--- config.mk ---
export PLATFORM = sky130hd
export DESIGN_NAME = pipe_hazard_ctrl_flat
export DESIGN_NICKNAME = d
export VERILOG_FILES = /design/src/rtl/pipe_hazard_ctrl_pkg.sv /design/src/rtl/pipe_hazard_ctrl_if.sv /design/src/rtl/pipe_hazard_ctrl_dec.sv /design/src/rtl/pipe_hazard_ctrl.sv /design/src/flat_wrapper.sv
export SDC_FILE = /design/constraint.sdc
export NUM_CORES = 1
export LEC_CHECK = 0
export BUFFER_PORTS_ARGS = -buffer_cell sky130_fd_sc_hd__buf_2
export CORE_UTILIZATION = 52
export DETAILED_ROUTE_END_ITERATION = 7
export GPL_ROUTABILITY_DRIVEN = 0
export MAX_ROUTING_LAYER = met4
export PLACE_DENSITY = 0.79
export SYNTH_ARGS = -nofsm -noshare
export SYNTH_HDL_FRONTEND = slang
export SYNTH_SLANG_ARGS = --single-unit
--- constraint.sdc ---
create_clock -name clk -period 4.05 [get_ports clk]
set_input_delay 0.405 -clock clk [delete_from_list [all_inputs] [get_ports clk]]
set_output_delay 0.405 -clock clk [all_outputs]
set_load 0.01 [all_outputs]
--- src/rtl/pipe_hazard_ctrl_pkg.sv ---
// SimpleCPU ISA constants and decode helpers shared by the hazard controller.
package pipe_hazard_ctrl_pkg;

  localparam logic [3:0] OP_ADD     = 4'h1;
  localparam logic [3:0] OP_SUB     = 4'h2;
  localparam logic [3:0] OP_AND     = 4'h3;
  localparam logic [3:0] OP_OR      = 4'h4;
  localparam logic [3:0] OP_XOR     = 4'h5;
  localparam logic [3:0] OP_OUT     = 4'h6;
  localparam logic [3:0] OP_IN      = 4'h7;
  localparam logic [3:0] OP_MOV     = 4'h8;
  localparam logic [3:0] OP_LOAD    = 4'hD;
  localparam logic [3:0] OP_STORE   = 4'hE;
  localparam logic [3:0] OP_LOADIMM = 4'hF;

  localparam logic [7:0] ISA_NOP = 8'h00;

  typedef enum logic [1:0] {
    SEL_RF    = 2'b00,
    SEL_EXMEM = 2'b01,
    SEL_MEMWB = 2'b10
  } fwd_sel_e;

  function automatic logic [3:0] op_of(input logic [7:0] ins);
    return ins[7:4];
  endfunction

  function automatic logic [1:0] ra_of(input logic [7:0] ins);
    return ins[3:2];
  endfunction

  function automatic logic [1:0] rb_of(input logic [7:0] ins);
    return ins[1:0];
  endfunction

  // True when an instruction with the given read flags sources register r.
  function automatic logic uses_reg(input logic rd_a, input logic rd_b,
                                    input logic [7:0] ins, input logic [1:0] r);
    return (rd_a && (ra_of(ins) == r)) || (rd_b && (rb_of(ins) == r));
  endfunction

  // Youngest producer wins; a load in MEM has no data yet so it never forwards.
  function automatic fwd_sel_e fwd_pick(input logic rd, input logic [1:0] r,
                                        input logic mem_wr, input logic mem_is_load,
                                        input logic [1:0] mem_dst,
                                        input logic wb_wr, input logic [1:0] wb_dst);
    if (!rd) begin
      return SEL_RF;
    end else if (mem_wr && !mem_is_load && (mem_dst == r)) begin
      return SEL_EXMEM;
    end else if (wb_wr && (wb_dst == r)) begin
      return SEL_MEMWB;
    end else begin
      return SEL_RF;
    end
  endfunction

endpackage

--- src/rtl/pipe_hazard_ctrl_if.sv ---
// Pipe-side signal bundle of the hazard controller; slave is the controller.
interface pipe_hazard_ctrl_if #(parameter int CNT_W = 16);
  logic [7:0]       id_ins;
  logic             br_taken;
  logic             pc_en;
  logic             ifid_en;
  logic             ifid_flush;
  logic             idex_bubble;
  logic [1:0]       fwd_a_sel;
  logic [1:0]       fwd_b_sel;
  logic [CNT_W-1:0] stall_cnt;
  logic [CNT_W-1:0] flush_cnt;

  modport master (output id_ins, br_taken,
                  input  pc_en, ifid_en, ifid_flush, idex_bubble,
                         fwd_a_sel, fwd_b_sel, stall_cnt, flush_cnt);

  modport slave  (input  id_ins, br_taken,
                  output pc_en, ifid_en, ifid_flush, idex_bubble,
                         fwd_a_sel, fwd_b_sel, stall_cnt, flush_cnt);
endinterface

--- src/rtl/pipe_hazard_ctrl_dec.sv ---
// ins_class_dec: classifies one instruction byte as RF writer / ra reader / rb reader.
module ins_class_dec
  import pipe_hazard_ctrl_pkg::*;
(
  input  logic [7:0] ins,
  output logic       wr_en,
  output logic [1:0] wr_reg,
  output logic       rd_a,
  output logic       rd_b
);

  logic unused_rb_s;

  assign wr_reg      = ra_of(ins);
  assign unused_rb_s = ^rb_of(ins);

  // Opcode class table.
  always_comb begin
    wr_en = 1'b0;
    rd_a  = 1'b0;
    rd_b  = 1'b0;
    case (op_of(ins))
      OP_ADD, OP_SUB, OP_AND, OP_OR, OP_XOR: begin
        wr_en = 1'b1;
        rd_a  = 1'b1;
        rd_b  = 1'b1;
      end
      OP_OUT: begin
        rd_a  = 1'b1;
      end
      OP_IN, OP_LOAD, OP_LOADIMM: begin
        wr_en = 1'b1;
      end
      OP_MOV: begin
        wr_en = 1'b1;
        rd_b  = 1'b1;
      end
      OP_STORE: begin
        rd_a  = 1'b1;
        rd_b  = 1'b1;
      end
      default: begin
        wr_en = 1'b0;
        rd_a  = 1'b0;
        rd_b  = 1'b0;
      end
    endcase
  end

endmodule

--- src/rtl/pipe_hazard_ctrl.sv ---
// Stall/flush/forward controller for the SimpleCPU 5-stage pipe.
// Build option FORWARDING_EN enables EX operand forwarding; without it RAW hazards stall.
module pipe_hazard_ctrl
  import pipe_hazard_ctrl_pkg::*;
#(
  parameter logic [7:0] NOP_INS = ISA_NOP,
  parameter int         CNT_W   = 16
)(
  input  logic               clk,
  input  logic               rst,
  pipe_hazard_ctrl_if.slave  bus
);

  localparam logic [CNT_W-1:0] CNT_MAX = {CNT_W{1'b1}};
  localparam logic [CNT_W-1:0] CNT_ONE = {{(CNT_W-1){1'b0}}, 1'b1};

  logic [7:0]       ex_r, mem_r, wb_r;
  logic [CNT_W-1:0] stall_cnt_r, flush_cnt_r;

  // Index 0 = ID, 1 = EX, 2 = MEM, 3 = WB.
  logic [3:0][7:0]  ins_s;
  logic [3:0]       wr_en_s, rd_a_s, rd_b_s;
  logic [3:0][1:0]  wr_reg_s;
  logic             hazard_s, stall_s, bubble_s, unused_dec_s;
  fwd_sel_e         fwd_a_s, fwd_b_s;

  assign ins_s = {wb_r, mem_r, ex_r, bus.id_ins};

  for (genvar g = 0; g < 4; g++) begin : g_dec
    ins_class_dec u_dec (
      .ins    (ins_s[g]),
      .wr_en  (wr_en_s[g]),
      .wr_reg (wr_reg_s[g]),
      .rd_a   (rd_a_s[g]),
      .rd_b   (rd_b_s[g])
    );
  end

  assign unused_dec_s = ^{wr_en_s, rd_a_s, rd_b_s, wr_reg_s[0]};

`ifdef FORWARDING_EN
  assign hazard_s = (op_of(ex_r) == OP_LOAD) &&
                    uses_reg(rd_a_s[0], rd_b_s[0], bus.id_ins, wr_reg_s[1]);

  // Operand selects come only from the registered shadows.
  always_comb begin
    fwd_a_s = fwd_pick(rd_a_s[1], ra_of(ex_r), wr_en_s[2], op_of(mem_r) == OP_LOAD,
                       wr_reg_s[2], wr_en_s[3], wr_reg_s[3]);
    fwd_b_s = fwd_pick(rd_b_s[1], rb_of(ex_r), wr_en_s[2], op_of(mem_r) == OP_LOAD,
                       wr_reg_s[2], wr_en_s[3], wr_reg_s[3]);
  end
`else
  // No write-through in the RF, so any in-flight producer blocks the reader.
  assign hazard_s = (wr_en_s[1] && uses_reg(rd_a_s[0], rd_b_s[0], bus.id_ins, wr_reg_s[1])) ||
                    (wr_en_s[2] && uses_reg(rd_a_s[0], rd_b_s[0], bus.id_ins, wr_reg_s[2])) ||
                    (wr_en_s[3] && uses_reg(rd_a_s[0], rd_b_s[0], bus.id_ins, wr_reg_s[3]));
  assign fwd_a_s  = SEL_RF;
  assign fwd_b_s  = SEL_RF;
`endif

  // A taken branch squashes the stalled instruction anyway, so it wins.
  assign stall_s  = hazard_s & ~bus.br_taken;
  assign bubble_s = stall_s | bus.br_taken;

  assign bus.pc_en       = ~stall_s;
  assign bus.ifid_en     = ~stall_s;
  assign bus.ifid_flush  = bus.br_taken;
  assign bus.idex_bubble = bubble_s;
  assign bus.fwd_a_sel   = fwd_a_s;
  assign bus.fwd_b_sel   = fwd_b_s;
  assign bus.stall_cnt   = stall_cnt_r;
  assign bus.flush_cnt   = flush_cnt_r;

  // Shadow registers track EX/MEM/WB contents; the pipe never freezes past ID.
  always_ff @(posedge clk) begin
    if (!rst) begin
      ex_r  <= NOP_INS;
      mem_r <= NOP_INS;
      wb_r  <= NOP_INS;
    end else begin
      ex_r  <= bubble_s ? NOP_INS : bus.id_ins;
      mem_r <= ex_r;
      wb_r  <= mem_r;
    end
  end

  // Saturating performance counters.
  always_ff @(posedge clk) begin
    if (!rst) begin
      stall_cnt_r <= {CNT_W{1'b0}};
      flush_cnt_r <= {CNT_W{1'b0}};
    end else begin
      if (stall_s && (stall_cnt_r != CNT_MAX)) begin
        stall_cnt_r <= stall_cnt_r + CNT_ONE;
      end else begin
        stall_cnt_r <= stall_cnt_r;
      end
      if (bus.br_taken && (flush_cnt_r != CNT_MAX)) begin
        flush_cnt_r <= flush_cnt_r + CNT_ONE;
      end else begin
        flush_cnt_r <= flush_cnt_r;
      end
    end
  end

endmodule

--- src/flat_wrapper.sv ---
// flat-port wrapper written by rule: the top's interface ports become plain ports
module pipe_hazard_ctrl_flat import pipe_hazard_ctrl_pkg::*;
#(
  parameter logic [7:0] NOP_INS = ISA_NOP,
  parameter int         CNT_W   = 16
)
  (clk, rst, bus_id_ins, bus_br_taken, bus_pc_en, bus_ifid_en, bus_ifid_flush, bus_idex_bubble, bus_fwd_a_sel, bus_fwd_b_sel, bus_stall_cnt, bus_flush_cnt);
  pipe_hazard_ctrl_if #(.CNT_W(CNT_W)) bus_i ();
  input  logic clk;
  input  logic rst;
  input wire logic [$bits(bus_i.id_ins)-1:0] bus_id_ins;
  input wire logic [$bits(bus_i.br_taken)-1:0] bus_br_taken;
  output wire logic [$bits(bus_i.pc_en)-1:0] bus_pc_en;
  output wire logic [$bits(bus_i.ifid_en)-1:0] bus_ifid_en;
  output wire logic [$bits(bus_i.ifid_flush)-1:0] bus_ifid_flush;
  output wire logic [$bits(bus_i.idex_bubble)-1:0] bus_idex_bubble;
  output wire logic [$bits(bus_i.fwd_a_sel)-1:0] bus_fwd_a_sel;
  output wire logic [$bits(bus_i.fwd_b_sel)-1:0] bus_fwd_b_sel;
  output wire logic [$bits(bus_i.stall_cnt)-1:0] bus_stall_cnt;
  output wire logic [$bits(bus_i.flush_cnt)-1:0] bus_flush_cnt;
  assign bus_i.id_ins = bus_id_ins;
  assign bus_i.br_taken = bus_br_taken;
  assign bus_pc_en = bus_i.pc_en;
  assign bus_ifid_en = bus_i.ifid_en;
  assign bus_ifid_flush = bus_i.ifid_flush;
  assign bus_idex_bubble = bus_i.idex_bubble;
  assign bus_fwd_a_sel = bus_i.fwd_a_sel;
  assign bus_fwd_b_sel = bus_i.fwd_b_sel;
  assign bus_stall_cnt = bus_i.stall_cnt;
  assign bus_flush_cnt = bus_i.flush_cnt;
  pipe_hazard_ctrl #(.NOP_INS(NOP_INS), .CNT_W(CNT_W)) u_core (.clk(clk), .rst(rst), .bus(bus_i));
endmodule
==> impl_results.md, run 1 <==
* Outcome: finished, final reports clean
* Mux cell area share after synthesis at 3.73%
* Area of the multi-input gates at ~1300 um2
* Clock latency on the worst-skew pair at approximately 0.30 ns
* Fraction of layout cells with a size suffix above 1 at between 10% and 20%
* DP Area at around 2600 um2
* Xor and xnor fraction of the mapped netlist area at approximately 10%
* TritonCTS clock tree: done
* Setup violators final at 0
* Number of synthesized register bits at 50
* Mapped Cells at ~280
* Initial core utilization at approximately 55%
* Peak Freq at around 380 MHz
* Hold Path End: u_core.ex_r[4]$_SDFF_PP0_
* Top FF cell, synth: dfxtp_1
* PortBufs at 46
* PostCTS Resize Cnt at 0
* DRT Pass-1 Iters at 4
* Static leakage at between 1 and 1.5 nW
* # rows at 24
* Critical path launch point type: primary input
* Die ar. at around 4900 um2
* RSZ-0062 raised after global routing: no
* Hold Path Class: in2reg
* Root Buffer: clkbuf_8
* Worst flop-to-flop path startpoint: u_core.bus.stall_cnt[0]$_SDFFE_PN0P_
* RR Endpoint: u_core.bus.stall_cnt[15]$_SDFFE_PN0P_
* Wire per inst at between 10 and 15 um
* R2R cell count at 8
* Clk slew on worst S/H paths at around 0.09 ns
* Initial antenna violation count at 0
* R2R Setup Slk at roughly 1.6 ns
* Setup TNS at 0 ns
* Clock Tree Buf Depth at 2
* CP max stage cell: a32oi_1
* Crit path time final at 2.61 ns
* PwrDens at 343 nW/um2
* Cell variety after synth at 43
* Design area at between 2000 and 3000 um2
* Vias in the first global route at about 1800
* Via density at about 5.4
* Via count at 2041
* Rel. slew slack at between 40% and 50%
* Final Cycle Share at between 60 and 70%
* Worst-path maximum fanout at 5
* Post-synth EDFFs at 0
* Worst Setup End Kind: output port
* Ports at 51
* Most frequent cells in the layout: dfxtp_1, buf_2, nand2_1
* Routed Wire Length at between 4000 and 5000 um
* Max-cap viol count at 0
* Synth-to-Final Area Change at 14.1%
* Avg Inst Size Synth at 8.50 um2
* Asr flop ratio synth at 0%
* First-pass GRT wire length at roughly 8000 um
* Critical Path, Cell by Cell: buf_2, or3_1, a21oi_1, o32ai_1, a32oi_1, nand2_1, inv_1, buf_2
* Register area share after synthesis at approximately 41%
* Clk sinks at 50
* N_diodes at 0
* Setup Buffers After CTS at 0
* Worst Tran Pin Value at 0.843 ns
* H-tree Lvls at 2
* Slowest Stage Delay on Critical Path at roughly 0.45 ns
* WHS at around 0.4 ns
* Hold path startpoint: bus_id_ins[4]
* Largest net degree at the start of global routing at 38
* Detailed Route Iter0 Violations at 94
* Hold Crit Depth at 2
* Synth Area in Adders at slightly above 1%
* Die height at about 70 um
* Hold Violations, Final at 0
* Hold-fix buffers, CTS at 0
* Core area at between 4000 and 5000 um2
* Total congestion overflow at 0
* Num CTS Buffers at 5
* Netlist Area Pre-Place at between 2000 and 2500 um2
* Crit path arrival time at 2.20 ns
* Hpwl dp at around 3300 um
* GRT Total Usage at between 20% and 30%
* Clk_skew at 0.00729 ns
* Most used cell, CP: buf_2
* Pins over their slew limit at 0
* Detail Route Antenna Nets at 0
* CP bufs+invs at 3
* Post-synthesis simple-gate area fraction at 27.0%
* Worst EP required at roughly 3.6 ns
* Family with the most delay on the worst path: compound AO/OA/AOI/OAI gates
* Register area at 1000 um2
* Warnings, synthesis at 0
* Nets at 340
* Compound-Gate Fraction of Synth Area at 11.9%
* Filler cell count at 400
* Die Wd at roughly 70 um
* Commonest non-fill, non-tap cell in the layout: dfxtp_1
* Peak supply drop at between 0.00015 and 0.0002 V
* Setup CP Type: in2out
* Main combinational cell family by area after synthesis: simple AND/OR/NAND/NOR gates
* DRC errors left at 0
[state kept, by name, indices dropped and copies added, names as in the netlist]
signal / count
u_core.bus.flush_cnt: 16
u_core.mem_r: 6
u_core.wb_r: 6
u_core.bus.stall_cnt: 16
u_core.ex_r: 6
[cells by family (layout without fill, tap and decap cells)]
logic type,after synthesis,after routing
muxes,9,9
adders and majority gates,2,2
buffers and inverters,24,65
and+or+nand+nor,129,129
xor gates and xnor gates,27,27
AOI/OAI and AO/OA,42,42
DFF,50,50
other,1,4
[per-stage QoR]
step                      worst slack (ns)  power [mW]  util [%]  instances
after global routing                  1.29       0.988      62.4        380
after floorplan                       1.77       0.584         -        287
final                                 1.44       0.945      62.4        380
after CTS                             1.50       0.954      62.4        380
after detailed placement              1.48       0.605      59.9        372
after global placement                1.56       0.603      59.9        372
[how the worst max path moves through the flow]
stage / start / end / slack (ns) / cells after the start
floorplan: bus_id_ins[4] / bus_pc_en / 1.77 / 7
global placement: bus_id_ins[7] / u_core.bus.stall_cnt[5]$_SDFFE_PN0P_ / 1.56 / 8
CTS: bus_id_ins[4] / bus_ifid_en / 1.50 / 8
global route: u_core.bus.stall_cnt[0]$_SDFFE_PN0P_ / u_core.bus.stall_cnt[15]$_SDFFE_PN0P_ / 1.29 / 8
finish: bus_id_ins[4] / bus_ifid_en / 1.44 / 8
detailed placement: bus_id_ins[7] / u_core.bus.stall_cnt[14]$_SDFFE_PN0P_ / 1.48 / 8
[Yosys cell counts, types with 2 or more instances]
| library cell | instances | area [um2] |
|---|---|---|
| nor3_1 | 3 | 15.0 |
| nor2b_1 | 2 | 12.5 |
| or3_1 | 4 | 25.0 |
| nor3b_1 | 3 | 22.5 |
| o32ai_1 | 3 | 26.3 |
| nand4_1 | 10 | 62.6 |
| nand2_1 | 39 | 146 |
| mux2i_1 | 9 | 90.1 |
| and2_1 | 11 | 68.8 |
| a211oi_1 | 2 | 15.0 |
| inv_1 | 10 | 37.5 |
| xnor2_1 | 20 | 175 |
| dfxtp_1 | 50 | 1000 |
| nor2_1 | 25 | 93.8 |
| and3_1 | 11 | 68.8 |
| and4_1 | 4 | 35.0 |
| a31o_2 | 3 | 26.3 |
| o211ai_1 | 2 | 15.0 |
| a21oi_1 | 14 | 70.1 |
| nand3_1 | 7 | 35.0 |
| buf_4 | 6 | 45.0 |
| xor2_1 | 7 | 61.3 |
| o21ai_0 | 7 | 35.0 |
| ha_1 | 2 | 25.0 |
| clkbuf_1 | 6 | 22.5 |
| nand2b_1 | 7 | 43.8 |
[per-layer routing]
metal,GRT usage (%),vias to the layer above,wire length (um)
li1,-,1062,-
met1,26.9,935,2340
met2,33.1,38,2120
met3,4.04,6,144
met4,5.78,0,48
met5,-,-,0
[layout make-up]
class | count | area share (%)
clock inverters | 3 | 1.63
clock buffers | 5 | 2.50
well taps | 52 | 2.36
inverters | 11 | 1.50
flip-flops and latches | 50 | 36.3
multi-input cells | 213 | 47.3
repair buffers | 46 | 8.35
[power by group]
part	total, mW	internal [mW]	leakage (nW)	switching (mW)
clock	0.351	0.184	0.0504	0.168
sequential	0.509	0.501	0.405	0.00892
combinational	0.0841	0.0342	0.725	0.0499
No activity file was read; power rests on OpenSTA's default activity.
==> run 2: changes to the inputs <==
- CORE_UTILIZATION: 52 -> 49
- PLACE_DENSITY: 0.79 -> 0.78
- clock period: 4.05 -> 2.3 ns (I/O delays scaled with it)
==> run 2 against run 1 <==
Sequential share of layout area down 1.2 points. Via count up 2.2%. Hold slack lost 0.18 ns. Die area increased by 5.9%. Largest power group unchanged. Setup slack worse by 1.3 ns. Clock-buffer cell count is the same.
==> impl_results.md, run 2 (same netlist as run 1, synthesis figures left out) <==
* Outcome: finished, final reports clean
* Die ar. at 5210 um2
* Routed Wire Length at between 4000 and 5000 um
* Largest net degree at the start of global routing at 37
* Setup TNS at 0 ns
* Vias in the first global route at ~1800
* # rows at 25
* Ports at a little over 50
* Crit path time final at about 2.1 ns
* N_diodes at 0
* WHS at 0.218 ns
* Pins over their slew limit at 0
* Peak supply drop at 0.000330 V
* Nets at 349
* Final Power at around 1.6 mW
* DRC errors left at 0
* Most used cell, CP: buf_2
* Most frequent cells in the layout: dfxtp_1, buf_2, nand2_1
* Core area at approximately 4700 um2
* Wire per inst at between 10 and 15 um
* Clock Tree Buf Depth at 2
* R2R Setup Slk at approximately 0.25 ns
* H-tree Lvls at 2
* Final WS setup at roughly 0.15 ns
* CP max stage cell: or3_1
* PortBufs at 46
* Root Buffer: clkbuf_8
* Final Cycle Share at 93.4%
* Clk slew on worst S/H paths at about 0.09 ns
* Worst EP required at approximately 2.1 ns
* Family with the most delay on the worst path: compound AO/OA/AOI/OAI gates
* Sequential Power Share at a little under three fifths
* Critical Path, Cell by Cell: buf_2, or3_1, a21oi_1, o32ai_2, a32oi_2, buf_4, nand2_1, inv_1, buf_2
* Static leakage at roughly 1.2 nW
* Clock latency on the worst-skew pair at between 0.3 and 0.4 ns
* Setup violators final at 0
* Hold Path Class: in2reg
* PwrDens at between 500 and 600 nW/um2
* Via density at around 5.2
* Peak Freq at between 400 and 500 MHz
* TritonCTS clock tree: done
* Crit path arrival time at 1.92 ns
* First-pass GRT wire length at approximately 7800 um
* Commonest non-fill, non-tap cell in the layout: dfxtp_1
* Die Wd at approximately 72 um
* Total congestion overflow at 0
* Worst Setup End Kind: output port
* Switching share of total power at around a quarter
* Clock share of power at 32.5%
* Clk_skew at about 0.010 ns
* Slowest Stage Delay on Critical Path at approximately 0.36 ns
* Clk sinks at 50
* Hold-fix buffers, CTS at 0
* Fraction of layout cells with a size suffix above 1 at 22.0%
* Post-place setup slack at 0.124 ns
* CP bufs+invs at 4
* Num CTS Buffers at 5
* Hpwl dp at ~3500 um
* Combinational share of power at about a tenth
* Worst-path maximum fanout at 5
* GRT Total Usage at between 10% and 20%
* Initial antenna violation count at 0
* Critical path launch point type: primary input
* RSZ-0062 raised after global routing: no
* Max-cap viol count at 0
* Hold Violations, Final at 0
* Psw at between 0.4 and 0.5 mW
* Initial core utilization at around half
* Synth-to-Final Area Change at 18.1%
* Detailed Route Iter0 Violations at 77
* Setup CP Type: in2out
* DRT Pass-1 Iters at 4
* Via count at between 2000 and 2500
* Detail Route Antenna Nets at 0
* P_int at approximately 1.2 mW
* Die height at 72.2 um
[run 2: final timing paths]
kind	startpoint	end	cells past startpoint
worst min-delay path	bus_id_ins[7]	u_core.ex_r[7]$_SDFF_PP0_	3
worst max register to register	u_core.bus.stall_cnt[1]$_SDFFE_PN0P_	u_core.bus.stall_cnt[8]$_SDFFE_PN0P_	8
worst max-delay path	bus_id_ins[4]	bus_ifid_en	9
worst min register to register	u_core.mem_r[7]$_SDFF_PN0_	u_core.wb_r[7]$_SDFF_PN0_	2
[run 2: through the flow]
stage | cell area [um2] | std cells | util, %
finish | 2850 | 404 | 60.4
CTS | 2820 | 404 | 59.7
global route | 2850 | 404 | 60.4
global placement | 2730 | 396 | 57.8
detailed placement | 2730 | 396 | 57.8
floorplan | 2430 | 287 | -
[run 2: routing by layer]
metal	share of wire (%)	up-vias	global-route usage, %	wire (um)
li1	-	1072	-	-
met1	48	968	25.6	2290
met2	46	38	30.2	2170
met3	4.1	8	5.14	194
met5	0	-	-	0
met4	2.0	0	7.19	97
[run 2: timing repair]
action	in CTS	in global routing
endpoints found under the hold margin	0	0
buffers inserted	0	0
gates resized for setup	0	5
endpoints found under the setup margin	0	3
[run 2: power groups by stage]
| stage | clock network (mW) | logic (mW) | registers (mW) |
|---|---|---|---|
| floorplan | 0 | 0.110 | 0.917 |
| CTS | 0.524 | 0.158 | 0.896 |
| finish | 0.510 | 0.165 | 0.896 |
| global placement | 0 | 0.154 | 0.916 |
| global route | 0.562 | 0.183 | 0.899 |
| detailed placement | 0 | 0.157 | 0.916 |
[run 2: cell type report]
type,count,area (um2)
Timing Repair Buffer,55,298
Fill cell,428,1870
Inverter,11,41.3
Multi-Input combinational cell,213,1340
Clock inverter,3,21.3
Sequential cell,50,1000
Clock buffer,5,68.8
Tap cell,67,83.8
[run 2: worst reg2reg max path, delay by kind of cell, from the launching register on]
family                   cells  cell delay (ns)
AO/OA/AOI/OAI                3             0.42
adder cells (fa/ha/maj)      1             0.21
buffers and inverters        2             0.40
flip-flops                   1             0.40
AND/OR/NAND/NOR              2             0.57
